### src/rtl/ssp_rx_fifo_cntl.sv
// ----------------------------------------------------------------------------
// ssp_rx_fifo_cntl
// Control logic for the 8-entry SSP receive FIFO. The SSP core signals each
// received frame by toggling RxFWrPtrIncSync (already in the PCLK domain), and
// the APB drains the FIFO with SSPDR reads. This block keeps the write/read
// pointers, the wrap bit and the fill level, and produces the RNE/RFF status
// and the receive-service, overrun and receive-timeout interrupts.
//
// Optional feature macro: SSP_RX_TIMEOUT_EN
//   defined   : timeout counter, RTRIS and RTMIS are implemented
//   undefined : no counter flops, RTRIS/RTMIS tied low, RTIC ignored
// ----------------------------------------------------------------------------
module ssp_rx_fifo_cntl #(
    parameter int TIMEOUT_CYCLES = 64  // idle cycles with data before RTRIS, 2..255
) (
    input  logic       PCLK,
    input  logic       PRESETn,
    input  logic       RxFWrPtrIncSync,
    input  logic       SSPDRRd,
    input  logic       RORIC,
    input  logic       RTIC,
    input  logic       RXIM,
    input  logic       RORIM,
    input  logic       RTIM,
    output logic       RNE,
    output logic       RFF,
    output logic       RXRIS,
    output logic       RXMIS,
    output logic       RORRIS,
    output logic       RORMIS,
    output logic       RTRIS,
    output logic       RTMIS,
    output logic       RegFileWrEn,
    output logic [2:0] WrPtr,
    output logic [2:0] RdPtr
);

    logic       delWrInc;    // previous value of the write-increment level
    logic       wrReq;       // one-cycle pulse per toggle of the level
    logic       rdValid;     // read of a non-empty FIFO
    logic       wrValid;     // write that the FIFO accepts
    logic       overrun;     // frame dropped because the FIFO is full
    logic       wrap;        // distinguishes full from empty when pointers match
    logic       wrapToggle;
    logic [3:0] fillLevel;   // 0..8 entries held
    logic       rneNext;
    logic       rffNext;

    // Each toggle of the synchronised level is exactly one frame.
    assign wrReq   = RxFWrPtrIncSync ^ delWrInc;

    // Reads of an empty FIFO have no effect at all.
    assign rdValid = SSPDRRd & RNE;

    // A read in the same cycle frees the slot, so a full FIFO still accepts.
    assign wrValid = wrReq & (~RFF | rdValid);
    assign overrun = wrReq & RFF & ~rdValid;

    assign RegFileWrEn = wrValid;

    // Both pointers wrapping together leaves the distance between them unchanged.
    assign wrapToggle = ((WrPtr == 3'd7) & wrValid) ^ ((RdPtr == 3'd7) & rdValid);

    assign fillLevel = {wrap, WrPtr} - {1'b0, RdPtr};

    // Next-state of the empty/full flags from the current level and strobes.
    always_comb begin
        // NOTE: every output of this block gets a default first so no path leaves it unassigned (which would infer a latch).
        rneNext = RNE;
        rffNext = RFF;
        if ((fillLevel == 4'd0) && wrValid) begin
            rneNext = 1'b1;
        end else if ((fillLevel == 4'd1) && rdValid && !wrValid) begin
            rneNext = 1'b0;
        end
        if ((fillLevel == 4'd7) && wrValid && !rdValid) begin
            rffNext = 1'b1;
        end else if ((fillLevel == 4'd8) && rdValid && !wrValid) begin
            rffNext = 1'b0;
        end
    end

    // Toggle edge detector for the write-increment level.
    always_ff @(posedge PCLK or negedge PRESETn) begin
        if (!PRESETn) begin
            // NOTE: sequential state uses non-blocking assignments so every flop samples pre-edge values.
            delWrInc <= 1'b0;
        end else begin
            delWrInc <= RxFWrPtrIncSync;
        end
    end

    // Pointers and wrap bit. The entry storage lives in the RX register file
    // and is deliberately not reset here: clearing the pointers already makes
    // every stale entry unreachable.
    always_ff @(posedge PCLK or negedge PRESETn) begin
        if (!PRESETn) begin
            WrPtr <= 3'd0;
            RdPtr <= 3'd0;
            wrap  <= 1'b0;
        end else begin
            if (wrValid) begin
                WrPtr <= WrPtr + 3'd1;
            end
            if (rdValid) begin
                RdPtr <= RdPtr + 3'd1;
            end
            if (wrapToggle) begin
                wrap <= ~wrap;
            end
        end
    end

    // Registered status flags and the receive-service interrupt.
    always_ff @(posedge PCLK or negedge PRESETn) begin
        if (!PRESETn) begin
            RNE   <= 1'b0;
            RFF   <= 1'b0;
            RXRIS <= 1'b0;
        end else begin
            RNE   <= rneNext;
            RFF   <= rffNext;
            RXRIS <= (fillLevel >= 4'd4);
        end
    end

    // Sticky overrun interrupt; a new overrun beats a coincident clear.
    always_ff @(posedge PCLK or negedge PRESETn) begin
        if (!PRESETn) begin
            RORRIS <= 1'b0;
        end else begin
            RORRIS <= overrun | (RORRIS & ~RORIC);
        end
    end

`ifdef SSP_RX_TIMEOUT_EN
    localparam logic [7:0] TimeoutMax = 8'(TIMEOUT_CYCLES - 1);

    logic [7:0] timeoutCnt;
    logic       timeoutHit;

    // Counter sits at its ceiling and the FIFO is still idle with data.
    assign timeoutHit = (timeoutCnt == TimeoutMax) & RNE & ~wrValid & ~rdValid;

    // Idle-cycle counter, restarted by any FIFO activity or by emptiness.
    always_ff @(posedge PCLK or negedge PRESETn) begin
        if (!PRESETn) begin
            timeoutCnt <= 8'd0;
        end else if (wrValid || rdValid || !RNE) begin
            timeoutCnt <= 8'd0;
        end else if (timeoutCnt != TimeoutMax) begin
            timeoutCnt <= timeoutCnt + 8'd1;
        end
    end

    // Sticky timeout interrupt; cleared by RTIC or a data read, set wins.
    always_ff @(posedge PCLK or negedge PRESETn) begin
        if (!PRESETn) begin
            RTRIS <= 1'b0;
        end else begin
            RTRIS <= timeoutHit | (RTRIS & ~RTIC & ~rdValid);
        end
    end
`else
    logic unusedTimeoutInputs;

    // Timeout hardware is absent: the raw flag is constant and RTIC is ignored.
    assign RTRIS               = 1'b0;
    assign unusedTimeoutInputs = RTIC & (TIMEOUT_CYCLES != 0);
`endif

    assign RXMIS  = RXRIS  & RXIM;
    assign RORMIS = RORRIS & RORIM;
    assign RTMIS  = RTRIS  & RTIM;

endmodule

### config.mk
export PLATFORM = sky130hd
export DESIGN_NAME = ssp_rx_fifo_cntl
export DESIGN_NICKNAME = d
export VERILOG_FILES = /design/src/rtl/ssp_rx_fifo_cntl.sv
export SDC_FILE = /design/constraint.sdc
export NUM_CORES = 1
export LEC_CHECK = 0
export ABC_AREA = 1
export CAP_MARGIN = 40
export CORE_MARGIN = 2
export CORE_UTILIZATION = 48
export DETAILED_ROUTE_END_ITERATION = 8
export GPL_TIMING_DRIVEN = 0
export PLACE_DENSITY_LB_ADDON = 0.08
export SYNTH_ARGS = -nofsm -noshare
export SYNTH_HDL_FRONTEND = slang
export SYNTH_SLANG_ARGS = --single-unit
### constraint.sdc
create_clock -name PCLK -period 2.44 [get_ports PCLK]
set_input_delay 0.488 -clock PCLK [delete_from_list [all_inputs] [get_ports PCLK]]
set_output_delay 0.488 -clock PCLK [all_outputs]
set_load 0.03 [all_outputs]
==> results of run 1 <==
-- sequential cells by signal, summed over array words and instances (netlist names) --
| name | count |
|---|---|
| WrPtr | 3 |
| RXRIS | 1 |
| delWrInc | 1 |
| RdPtr | 3 |
| RNE | 1 |
| RORRIS | 1 |
| wrap | 1 |
| RFF | 1 |
-- worst min path at each step --
| stage | end | slack [ns] | startpoint |
|---|---|---|---|
| floorplan | RFF | 0.19 | PRESETn |
| global placement | RNE | 0.50 | RNE |
| detailed placement | RFF | 0.51 | RFF |
| CTS | RNE | 0.53 | RNE |
| global route | WrPtr[0] | 0.55 | WrPtr[0] |
| finish | RNE | 0.52 | RNE |
-- logic make-up (layout without fill, tap and decap cells) --
| family | count (synthesis) | after routing | synth area share, % |
|---|---|---|---|
| AOI/OAI and AO/OA | 6 | 6 | 3.99 |
| buffers and inverters | 19 | 42 | 11.1 |
| adders and majority gates | 8 | 8 | 14.3 |
| xor gates and xnor gates | 5 | 5 | 5.82 |
| other | 1 | 2 | 0.498 |
| DFF | 12 | 12 | 39.9 |
| and+or+nand+nor | 39 | 39 | 24.4 |
-- cells in the mapped netlist, drive strengths merged --
master	instances	area, sq um
o21ai	5	25.0
inv	17	68.8
xnor2	3	26.3
xor2	2	17.5
conb	1	3.75
fa	1	20.0
a21oi	1	5.00
nand2	28	110
dfrtp	12	300
nor2	6	48.8
buf	2	15.0
nand3	5	25.0
ha	7	87.6
-- routing by layer --
metal	track usage (%)	vias up	share of wire, %
li1	-	316	-
met1	23.0	268	45
met2	28.2	15	48
met3	3.75	4	4.2
met4	10.9	0	2.8
met5	0	-	0
-- power by group through the flow --
stage          sequential [mW]  clock, mW  combinational (mW)
2_1_floorplan            0.493          0               0.500
3_3_place_gp             0.359          0               0.883
3_5_place_dp             0.365          0               0.902
4_1_cts                  0.361      0.168               0.905
5_1_grt                  0.371      0.175                1.01
6_report                 0.360      0.162               0.899
-- what timing repair did --
action | 4_1_cts | 5_1_grt
endpoints found under the setup margin | 1 | 0
gates resized for setup | 1 | 0
hold endpoints to repair | 0 | 0
-- through the flow --
step | util [%] | cells | TNS, ns | power (mW) | instance area [sq um]
floorplan | - | 91 | 0 | 0.993 | 757
global placement | 65.0 | 126 | -0.143 | 1.24 | 967
detailed placement | 65.0 | 126 | -0.167 | 1.27 | 967
CTS | 67.3 | 130 | 0 | 1.43 | 1000
global route | 67.3 | 130 | 0 | 1.56 | 1000
finish | 67.3 | 130 | 0 | 1.42 | 1000
-- cells in the final DEF, fill, tap and decap left out, types with 2 or more instances in the layout --
cell                              count
sky130_fd_sc_hd__dfrtp_1             12
sky130_fd_sc_hd__clkdlybuf4s50_1     18
sky130_fd_sc_hd__clkbuf_4             3
sky130_fd_sc_hd__xor2_1               2
sky130_fd_sc_hd__o21ai_0              3
sky130_fd_sc_hd__nand2_1             26
sky130_fd_sc_hd__o21ai_1              2
sky130_fd_sc_hd__inv_4                2
sky130_fd_sc_hd__ha_1                 7
sky130_fd_sc_hd__conb_1               2
sky130_fd_sc_hd__nand3_1              5
sky130_fd_sc_hd__nor2_1               3
sky130_fd_sc_hd__xnor2_1              3
sky130_fd_sc_hd__inv_1               14
sky130_fd_sc_hd__buf_4                2
sky130_fd_sc_hd__nand2_2              2
-- critical path, stage by stage --
cell and delay (ns):
sky130_fd_sc_hd__clkdlybuf4s50_1 0.50, sky130_fd_sc_hd__nand2_1 0.08, sky130_fd_sc_hd__nand2_1 0.09, sky130_fd_sc_hd__inv_1 0.09, sky130_fd_sc_hd__nor2_8 0.17, sky130_fd_sc_hd__dlygate4sd2_1 0.42
-- area by class of cell --
class,instances,area [sq um]
Inverter,17,68.8
Clock buffer,4,36.3
Fill cell,132,487
Multi-Input combinational cell,60,373
Buffer,2,15.0
Timing Repair Buffer,19,189
Sequential cell,12,300
Tap cell,16,20.0
==> impl_summary.log, run 1 <==
[metrics] leakage: 0.529 nW
[metrics] DP Wirelength: 1070 um
[metrics] Final setup viols: 0
[metrics] Sw Share: between 40 and 50%
[metrics] Clk network pwr share: 11.4%
[metrics] antenna violations before repair: 0
[metrics] cell area after synthesis: 753 sq um
[metrics] capture point of the worst path: RegFileWrEn
[metrics] end of the worst register-to-register path: RFF
[metrics] transition at the pin with the smallest max-transition slack: 0.559 ns
[metrics] Iteration-0 DRC Markers: 2
[metrics] Pwr per Cell Area: around 1400 nW/um^2
[metrics] timing-limited maximum frequency: approximately 430 MHz
[metrics] placer congestion estimate: 0.715
[metrics] Antenna Violating Nets Remaining: 0
[metrics] number of global-route vias before repair: 557
[metrics] final clock skew: approximately 0.006 ns
[metrics] reg2reg path depth: 10
[metrics] net count of the finished layout: 132
[metrics] worst hold stages: 2
[metrics] share of post-route cells with drive strength above 1: 12.3%
[metrics] DIE AREA: 1900 sq um
[metrics] number of buffers created by CTS: 3
[metrics] via density per instance: 4.64
[metrics] worst min-delay path category: reg -> reg
[metrics] clock insertion delay at the later pin of the skew report: 0.28 ns
[metrics] worst reg2reg path startpoint: WrPtr[0]
[metrics] global-route wire length before repair: 2430 um
[metrics] startpoint of the worst setup timing path: RxFWrPtrIncSync
[metrics] largest net degree at the start of global routing: 13
[metrics] Setup Fix Bufs, Post-CTS: 0
[metrics] Synth Instances: 90
[metrics] Routed Wire Length: 1410 um
[metrics] # H-tree levels: 1
[metrics] DR pass1 iterations: 2
[metrics] count of final hold-check violations: 0
[metrics] Core Area: 1490 sq um
[metrics] Seq/Total Area, Yosys: 39.9%
[metrics] data arrival time of the critical path: 1.84 ns
[metrics] library cell used as clock root buffer: sky130_fd_sc_hd__clkbuf_4
[metrics] total via count after detailed routing: between 600 and 700
[metrics] count of input and output buffers: 19
[metrics] Starting Density: 50.6%
[metrics] number of buffers on the longest clock path: 2
[metrics] worst max-slew margin expressed relative to the limit: a little over three fifths
[metrics] Final Max Slew Viols: 0
[metrics] global route total overflow: 0
[metrics] total of max-cap violations: 0
[metrics] CTS tree: done
[metrics] crit path time final: 2.33 ns
[metrics] DP Worst Slack: -0.167 ns
[metrics] RSZ-0062 raised after global routing: no
[metrics] number of I/O pins: 24
[metrics] count of antenna diodes in the layout: 0
[metrics] type of destination of the critical path: primary output
[metrics] run status: finished, final reports clean
[metrics] biggest fanout along the worst timing path: 8
[metrics] startpoint types: input port
[metrics] Yosys cell types: 20
[metrics] required time of the critical path: 1.95 ns
[metrics] net load switching power: slightly below 0.7 mW
[metrics] global-route total usage across every layer: 18.1%
[metrics] VDD IR-drop max: 875 uV
[metrics] critical path type: in -> out
[metrics] height of the die: around 44 um
[metrics] sink count of the clock tree: 12
[metrics] share of the clock period used by the worst path after layout: 95.5%
[metrics] floorplan row count: 14
[metrics] sequential fraction of design power: 25.3%
[metrics] final hold slack: 0.519 ns
[metrics] Worst Slack Setup Final: 0.109 ns
[metrics] average cell area after synthesis: ~8.4 sq um
[metrics] reg-to-reg slack, setup: 0.70 ns
[metrics] Yosys warning count: 0
[metrics] hold buffer count at CTS: 0
[metrics] internal portion of total power: 0.736 mW
[metrics] CTS clk-pin slew, worst paths: 0.07 ns
[metrics] routed wirelength normalized by instance count: 10.8 um
[metrics] Comb power frac: 63.3%
[metrics] DRC violation count after routing: 0
[metrics] Area growth syn-to-layout: 33.1%
[metrics] register bit total from synthesis: 12
[metrics] die width: 43.6 um
(Power assumes the default switching activity.)
==> run 2, diff against run 1 <==
Settings changed: ABC_AREA 1 to unset, CORE_UTILIZATION 48 to 47.
==> run 2 against run 1 <==
  * Sequential share of layout area increased by 0.89 points
  * Global-route usage increased by 2.0 points
  * Worst setup slack improved by 0.088 ns
  * Synthesized area decreased by 4.8%
  * Die area decreased by 2.6%
  * Fmax increased by 3.9%
  * Clock skew decreased by 0.00053 ns
  * Non-clock buffer count increased by 2
  * Cell count decreased by 15%
  * Core utilization decreased by 1.2 points
  * Worst hold slack improved by 0.029 ns
  * Largest power group unchanged
  * Highest routed layer unchanged
==> impl_summary.log, run 2 <==
[metrics] Yosys cell types: 25 (+25%)
[metrics] largest net degree at the start of global routing: 13 (unchanged)
[metrics] Yosys warning count: 0 (unchanged)
[metrics] count leader, synth: sky130_fd_sc_hd__dfrtp_1
[metrics] GR Util met1: 21.7% (-1.3 points)
[metrics] internal portion of total power: 0.806 mW (+9.5%)
[metrics] global route total overflow: 0 (unchanged)
[metrics] Pwr per Cell Area: 1550 nW/um^2 (+9.1%)
[metrics] global-route total usage across every layer: 20.1% (+2.0 points)
[metrics] total of max-cap violations: 0 (unchanged)
[metrics] critical path type: in -> out
[metrics] # H-tree levels: 1 (unchanged)
[metrics] routed wirelength normalized by instance count: 14.4 um (+33%)
[metrics] number of placed instances with taps included: 105 (-17%)
[metrics] placer congestion estimate: 0.753 (+5.3%)
[metrics] cell area after synthesis: 717 sq um (-4.8%)
[metrics] CTS clk-pin slew, worst paths: 0.08 ns (about the same)
[metrics] data arrival time of the critical path: 1.76 ns (-0.08 ns)
[metrics] sequential fraction of design power: 24.5% (-0.8 points)
[metrics] RSZ-0062 raised after global routing: no
[metrics] met3 GRT Util: 2.98% (-0.77 points)
[metrics] registers with the most flip-flops: RdPtr: 3 flops, WrPtr: 3 flops
[metrics] required time of the critical path: 1.95 ns (about the same)
[metrics] GR Util met2: 37.0% (+8.7 points)
[metrics] hold buffer count at CTS: 0 (unchanged)
[metrics] via density per instance: 5.11 (+10%)
[metrics] share of the clock period used by the worst path after layout: 91.9% (-3.6 points)
[metrics] Synth Instances: 69 (-23%)
[metrics] leakage: 0.460 nW (-13%)
[metrics] antenna violations before repair: 0 (unchanged)
[metrics] startpoint types: input port
[metrics] Antenna Violating Nets Remaining: 0 (unchanged)
[metrics] Sw Share: 46.5% (-1.7 points)
[metrics] sequence of cells on the critical path: clkdlybuf4s50_1 > xnor2_1 > a21oi_2 > dlygate4sd2_1
[metrics] timing-limited maximum frequency: 446 MHz (+3.9%)
[metrics] Starting Density: 48.7% (-1.9 points)
[metrics] biggest fanout along the worst timing path: 3 (-5)
[metrics] transition at the pin with the smallest max-transition slack: 0.528 ns (-0.0307 ns)
[metrics] synth top area cells: sky130_fd_sc_hd__dfrtp_1, sky130_fd_sc_hd__ha_1, sky130_fd_sc_hd__xnor2_1, sky130_fd_sc_hd__inv_1, sky130_fd_sc_hd__nand2_1
[metrics] number of enable-type register cells in the synthesized netlist: 0 (unchanged)
[metrics] register bit total from synthesis: 12 (unchanged)
[metrics] number of buffers on the longest clock path: 2 (unchanged)
[metrics] cell family contributing the most delay on the critical path: buffers and inverters
[metrics] Clk network pwr share: 10.7% (-0.7 points)
[metrics] DP Wirelength: 1100 um (+3.1%)
[metrics] most common library cells after synthesis: sky130_fd_sc_hd__dfrtp_1, sky130_fd_sc_hd__inv_1, sky130_fd_sc_hd__ha_1, sky130_fd_sc_hd__nand2_1
[metrics] number of buffers created by CTS: 3 (unchanged)
[metrics] height of the die: 43.1 um (-1.3%)
[metrics] Final setup viols: 0 (unchanged)
[metrics] Area growth syn-to-layout: 35.8%
[metrics] library cell used as clock root buffer: sky130_fd_sc_hd__clkbuf_4
[metrics] count of final hold-check violations: 0 (unchanged)
[metrics] cell at the slowest stage of the critical path: sky130_fd_sc_hd__clkdlybuf4s50_1
[metrics] Final Max Slew Viols: 0 (unchanged)
[metrics] number of I/O pins: 24 (unchanged)
[metrics] Routed Wire Length: 1580 um (+13%)
[metrics] worst max-slew margin expressed relative to the limit: 64.7% (+2.1 points)
[metrics] die width: 43.1 um (-1.3%)
[metrics] DIE AREA: 1850 sq um (-2.6%)
[metrics] count of input and output buffers: 19 (unchanged)
[metrics] run status: finished, final reports clean
[metrics] count of antenna diodes in the layout: 0 (unchanged)
[metrics] worst path buffer plus inverter count: 2 (-1)
[metrics] clock insertion delay at the later pin of the skew report: 0.28 ns (about the same)
[metrics] global-route wire length before repair: 2660 um (+9.7%)
[metrics] aggregate negative setup slack: 0 ns (unchanged)
[metrics] crit path time final: 2.24 ns (-0.0875 ns)
[metrics] async set-reset flop share out of synthesis: 100% (unchanged)
[metrics] worst min-delay path category: in -> async
[metrics] DR pass1 iterations: 4 (+2)
[metrics] sink count of the clock tree: 12 (unchanged)
[metrics] type of destination of the critical path: primary output
[metrics] busiest metal layer after global routing: met2
[metrics] floorplan row count: 14 (unchanged)
[metrics] Core Area: 1470 sq um (-1.2%)
[metrics] net count of the finished layout: 112 (-15%)
[metrics] final clock skew: 0.00565 ns (-0.000529 ns)
[metrics] Comb power frac: 64.9% (+1.6 points)
[metrics] VDD IR-drop max: 816 uV (-6.7%)
[metrics] most frequent standard cell in the layout excluding fill and tap cells: sky130_fd_sc_hd__clkdlybuf4s50_1
[metrics] share of post-route cells with drive strength above 1: 16.0% (+3.7 points)
[metrics] Seq/Total Area, Yosys: 41.9% (+2.0 points)
[metrics] cell accounting for the most synthesized area: sky130_fd_sc_hd__dfrtp_1
[metrics] share of the synthesized area in the top cell type: 41.9% (+2.0 points)
[metrics] commonest cells after routing, fill and taps aside: sky130_fd_sc_hd__clkdlybuf4s50_1, sky130_fd_sc_hd__dfrtp_1, sky130_fd_sc_hd__inv_1, sky130_fd_sc_hd__nand2_1, sky130_fd_sc_hd__ha_1
[metrics] net load switching power: 0.700 mW (+2.1%)
[metrics] DRC violation count after routing: 0 (unchanged)
[metrics] number of global-route vias before repair: 605 (+8.6%)
[metrics] most frequently used flop master after synthesis: sky130_fd_sc_hd__dfrtp_1
[metrics] CTS tree: done
[metrics] Iteration-0 DRC Markers: 4 (+2)
[metrics] maximum cell stage delay along the critical path: 0.46 ns (-0.04 ns)
[metrics] final standard cell count with taps included and fillers excluded: 110 (-15%)
[metrics] average cell area after synthesis: 10.4 sq um (+24%)
[metrics] total via count after detailed routing: 562 (-6.8%)
==> run 2: cell count changes in the layout (fill, tap and decap cells not counted), sizes merged, moves of 2 or more <==
cell | before | now
inv | 17 | 8
and3 | 0 | 2
nor2 | 6 | 2
nand2 | 28 | 7
and2 | 0 | 4
nand4 | 0 | 2
nand3 | 5 | 0
xnor2 | 3 | 5
==> run 2: per-layer routing <==
metal,wire length (um),share of wire (%)
met5,0,0
met4,38,2.4
met3,74,4.7
met2,845,53
met1,623,39
==> run 2: power groups by stage <==
| stage | clock network [mW] | logic (mW) | registers (mW) |
|---|---|---|---|
| finish | 0.160 | 0.977 | 0.369 |
| global route | 0.176 | 1.07 | 0.383 |
| CTS | 0.165 | 0.971 | 0.370 |
| detailed placement | 0 | 0.955 | 0.374 |
| global placement | 0 | 0.922 | 0.370 |
| floorplan | 0 | 0.513 | 0.513 |
==> run 2: path summary, 6_finish.rpt <==
check | to | cells past startpoint | slack, ns | start
max | RegFileWrEn | 4 | 0.20 | RxFWrPtrIncSync
min | wrap | 1 | 0.55 | PRESETn
max reg2reg | RNE | 7 | 0.30 | WrPtr[0]
min reg2reg | RdPtr[0] | 1 | 0.55 | RdPtr[0]
max in group asynchronous | RORRIS | 1 | 1.53 | PRESETn
min in group PCLK | RdPtr[0] | 1 | 0.55 | RdPtr[0]
==> run 2: cells by family after synthesis <==
logic type	synth area share, %
and+or+nand+nor	14.8
DFF	41.9
AOI/OAI and AO/OA	11.9
buffers and inverters	6.98
adders and majority gates	15.0
xor gates and xnor gates	7.33
other	0.523
muxes	1.57
==> run 2: worst reg2reg max path, stage by stage (launching register included) <==
cell                       delay (ns)
sky130_fd_sc_hd__dfrtp_1         0.38
sky130_fd_sc_hd__inv_1           0.08
sky130_fd_sc_hd__ha_1            0.22
sky130_fd_sc_hd__fa_1            0.38
sky130_fd_sc_hd__xor2_1          0.29
sky130_fd_sc_hd__nand4_1         0.19
sky130_fd_sc_hd__o21ai_0         0.32
sky130_fd_sc_hd__o211ai_2        0.15
==> run 2: final cells by class <==
type                    count  area (sq um)
inverters                   8          30.0
multi-input cells          47           370
repair buffers             20           196
clock buffers               4          36.3
well taps                  16          20.0
flip-flops and latches     12           300
fillers                   130           498
plain buffers               3          20.0
==> run 2: metrics by stage <==
| step | setup slack (ns) | power (mW) | hold WS (ns) | area (sq um) | util [%] |
|---|---|---|---|---|---|
| 2_1_floorplan | 0.424 | 1.03 | 0.192 | 721 | - |
| 3_3_place_gp | -0.237 | 1.29 | 0.523 | 931 | 63.3 |
| 3_5_place_dp | -0.299 | 1.33 | 0.532 | 931 | 63.3 |
| 4_1_cts | 0.199 | 1.51 | 0.551 | 973 | 66.2 |
| 5_1_grt | 0.105 | 1.63 | 0.575 | 973 | 66.2 |
| 6_report | 0.197 | 1.51 | 0.548 | 973 | 66.2 |
==> run 2: timing repair <==
| item | CTS | global route |
|---|---|---|
| endpoints found under the setup margin | 1 | 0 |
| setup buffers | 1 | 0 |
| gates resized for setup | 1 | 0 |
| endpoints found under the hold margin | 0 | 0 |
==> run 3, diff against run 2 <==
Settings changed: CORE_UTILIZATION 47 to 44, RECOVER_POWER set to 50.
Clock period 2.44 ns to 2.3 ns, I/O delays scaled along.
==> run 3 against run 2 <==
  * Sequential power increased by 7.3%
  * Worst setup slack got worse by 0.062 ns
  * Largest power group unchanged
  * Register-to-register slack got worse by 0.07 ns
  * Combinational power increased by 2%
  * Global-route usage decreased by 4.4 points
  * Non-clock buffer count decreased by 1
==> impl_summary.log, run 3 (same netlist as run 2, synthesis figures left out) <==
[metrics] run status: finished, final reports clean
[metrics] Sw Share: 46.7% (+0.25 points)
[metrics] registers with the most flip-flops: RdPtr: 3 flops, WrPtr: 3 flops
[metrics] VDD IR-drop max: 1150 uV (+41%)
[metrics] placer congestion estimate: 0.777 (+3.1%)
[metrics] end of the worst register-to-register path: RNE
[metrics] Pwr per Cell Area: 1580 nW/um^2 (+2.3%)
[metrics] net count of the finished layout: 111 (-0.89%)
[metrics] required time of the critical path: 1.84 ns (-0.11 ns)
[metrics] number of I/O pins: 24 (unchanged)
[metrics] critical path type: in -> out
[metrics] RSZ-0062 raised after global routing: no
[metrics] sink count of the clock tree: 12 (unchanged)
[metrics] Iteration-0 DRC Markers: 3 (-1)
[metrics] count of final hold-check violations: 0 (unchanged)
[metrics] worst min-delay path category: reg -> reg
[metrics] most frequent standard cell in the layout excluding fill and tap cells: sky130_fd_sc_hd__clkdlybuf4s50_1
[metrics] total via count after detailed routing: 537 (-4.4%)
[metrics] startpoint of the worst setup timing path: SSPDRRd
[metrics] overall power after layout: 1.52 mW (+0.96%)
[metrics] net load switching power: 0.710 mW (+1.5%)
[metrics] DRC violation count after routing: 0 (unchanged)
[metrics] sequence of cells on the critical path: clkdlybuf4s50_1 > nand2_1 > a21oi_4 > clkdlybuf4s15_2
[metrics] reg2reg path depth: 7 (unchanged)
[metrics] share of the clock period used by the worst path after layout: 94.1%
[metrics] final clock skew: 0.0106 ns (+0.00492 ns)
[metrics] startpoint of the tightest hold check path: RdPtr[0]
[metrics] maximum cell stage delay along the critical path: 0.48 ns (+0.02 ns)
[metrics] Routed Wire Length: 1280 um (-19%)
[metrics] timing-limited maximum frequency: 462 MHz
[metrics] startpoint types: input port
[metrics] global-route total usage across every layer: 15.8% (-4.4 points)
[metrics] via density per instance: 4.97 (-2.7%)
[metrics] internal portion of total power: 0.810 mW (+0.49%)
[metrics] die width: 44.4 um (+3.0%)
[metrics] CTS clk-pin slew, worst paths: 0.06 ns (-0.02 ns)
[metrics] aggregate negative setup slack: 0 ns (unchanged)
[metrics] Comb power frac: 65.4% (+0.5 points)
[metrics] floorplan row count: 14 (unchanged)
[metrics] transition at the pin with the smallest max-transition slack: 0.537 ns (+0.00963 ns)
[metrics] Final Max Slew Viols: 0 (unchanged)
[metrics] total of max-cap violations: 0 (unchanged)
[metrics] cell family contributing the most delay on the critical path: buffers and inverters
[metrics] share of post-route cells with drive strength above 1: 14.1% (-1.8 points)
[metrics] Final setup viols: 0 (unchanged)
[metrics] Clk network pwr share: 8.6% (-2.1 points)
[metrics] CTS tree: done
[metrics] type of destination of the critical path: primary output
[metrics] commonest cells after routing, fill and taps aside: sky130_fd_sc_hd__clkdlybuf4s50_1, sky130_fd_sc_hd__dfrtp_1, sky130_fd_sc_hd__inv_1, sky130_fd_sc_hd__nand2_1, sky130_fd_sc_hd__ha_1
[metrics] library cell used as clock root buffer: sky130_fd_sc_hd__clkbuf_4
[metrics] instance count on the critical path: 4 (unchanged)
[metrics] sequential fraction of design power: 26.0% (+1.5 points)
[metrics] Core Area: 1520 sq um (+3.6%)
[metrics] biggest fanout along the worst timing path: 8 (+5)
[metrics] number of global-route vias before repair: 477 (-21%)
[metrics] # H-tree levels: 1 (unchanged)
[metrics] routed wirelength normalized by instance count: 11.9 um (-18%)
[metrics] global route total overflow: 0 (unchanged)
[metrics] count of input and output buffers: 19 (unchanged)
[metrics] Antenna Violating Nets Remaining: 0 (unchanged)
[metrics] leakage: 0.445 nW (-3.4%)
[metrics] crit path time final: about 2.2 ns
[metrics] worst max-slew margin expressed relative to the limit: 64.0% (-0.65 points)
[metrics] number of buffers created by CTS: 3 (unchanged)
[metrics] global-route wire length before repair: 2130 um (-20%)
[metrics] worst path buffer plus inverter count: 2 (unchanged)
[metrics] cell at the slowest stage of the critical path: sky130_fd_sc_hd__clkdlybuf4s50_1
[metrics] height of the die: 44.4 um (+3.0%)
[metrics] count of antenna diodes in the layout: 0 (unchanged)
[metrics] DP Wirelength: 1020 um (-7.9%)
[metrics] Area growth syn-to-layout: 34.0%
[metrics] DIE AREA: 1970 sq um (+6.2%)
[metrics] data arrival time of the critical path: 1.71 ns (-0.05 ns)
[metrics] worst reg2reg path startpoint: WrPtr[0]
[metrics] Setup Fix Bufs, Post-CTS: 0 (-1)
[metrics] capture point of the worst path: RegFileWrEn
[metrics] number of buffers on the longest clock path: 2 (unchanged)
[metrics] clock insertion delay at the later pin of the skew report: 0.28 ns (about the same)
[metrics] antenna violations before repair: 0 (unchanged)
[metrics] largest net degree at the start of global routing: 13 (unchanged)
[metrics] Starting Density: 47.0% (-1.7 points)
[metrics] DR pass1 iterations: 4 (unchanged)
[metrics] reg-to-reg slack, setup: 0.23 ns (-0.07 ns)
run 3: cell count changes in the layout (fill, tap and decap cells not counted):
cell | before | now
sky130_fd_sc_hd__dlygate4sd3_1 | 0 | 1
sky130_fd_sc_hd__clkbuf_8 | 1 | 0
sky130_fd_sc_hd__a21oi_2 | 1 | 0
sky130_fd_sc_hd__a21oi_4 | 0 | 1
sky130_fd_sc_hd__clkdlybuf4s50_1 | 18 | 17
sky130_fd_sc_hd__clkbuf_1 | 0 | 1
sky130_fd_sc_hd__buf_4 | 3 | 2
sky130_fd_sc_hd__clkdlybuf4s15_2 | 0 | 1
sky130_fd_sc_hd__clkbuf_2 | 1 | 0
sky130_fd_sc_hd__dlygate4sd2_1 | 1 | 0
run 3: worst min path at each step:
stage               end  slack, ns  depth (start not counted)
2_1_floorplan       RFF       0.16                          0
3_3_place_gp   RdPtr[0]       0.52                          1
3_5_place_dp   RdPtr[0]       0.53                          1
4_1_cts        RdPtr[0]       0.54                          1
5_1_grt        RdPtr[0]       0.57                          1
6_report       RdPtr[0]       0.54                          1
run 3: cell type report:
cell class / count / area [sq um]
clock buffer: 3 / 22.5
tap: 16 / 20.0
timing repair buffer: 19 / 191
buffer: 3 / 18.8
fill: 134 / 563
sequential: 12 / 300
multi-input combinational: 47 / 378
inverter: 8 / 30.0
run 3: what timing repair did:
action | in CTS | in global routing
endpoints found under the setup margin | 1 | 1
resized for setup | 3 | 1
hold buffers | 0 | 0
run 3: metrics by stage:
step           cell area (sq um)  worst slack [ns]  hold slack (ns)  util (%)  std cells
2_1_floorplan                721             0.284            0.164         -         70
4_1_cts                      955            0.0572            0.542      62.6        108
3_3_place_gp                 931            -0.324            0.521      61.1        105
6_report                     961             0.135            0.536      63.1        108
5_1_grt                      961            0.0728            0.574      63.1        108
3_5_place_dp                 931            -0.332            0.527      61.1        105
run 3: power by group through the flow:
stage	Combinational, mW	Clock, mW	Sequential (mW)
2_1_floorplan	0.544	0	0.545
3_3_place_gp	0.980	0	0.394
3_5_place_dp	0.995	0	0.399
4_1_cts	0.998	0.134	0.395
5_1_grt	1.10	0.144	0.409
6_report	0.994	0.131	0.396
run 3: routing by layer:
| metal | part of all wire, % | vias to the layer above | wire, um | global-route usage (%) |
|---|---|---|---|---|
| met3 | 6.0 | 3 | 77 | 8.57 |
| met2 | 46 | 14 | 583 | 22.6 |
| met1 | 47 | 245 | 606 | 20.9 |
| li1 | - | 275 | - | - |
| met5 | 0 | - | 0 | 0 |
| met4 | 0.94 | 0 | 12 | 3.64 |
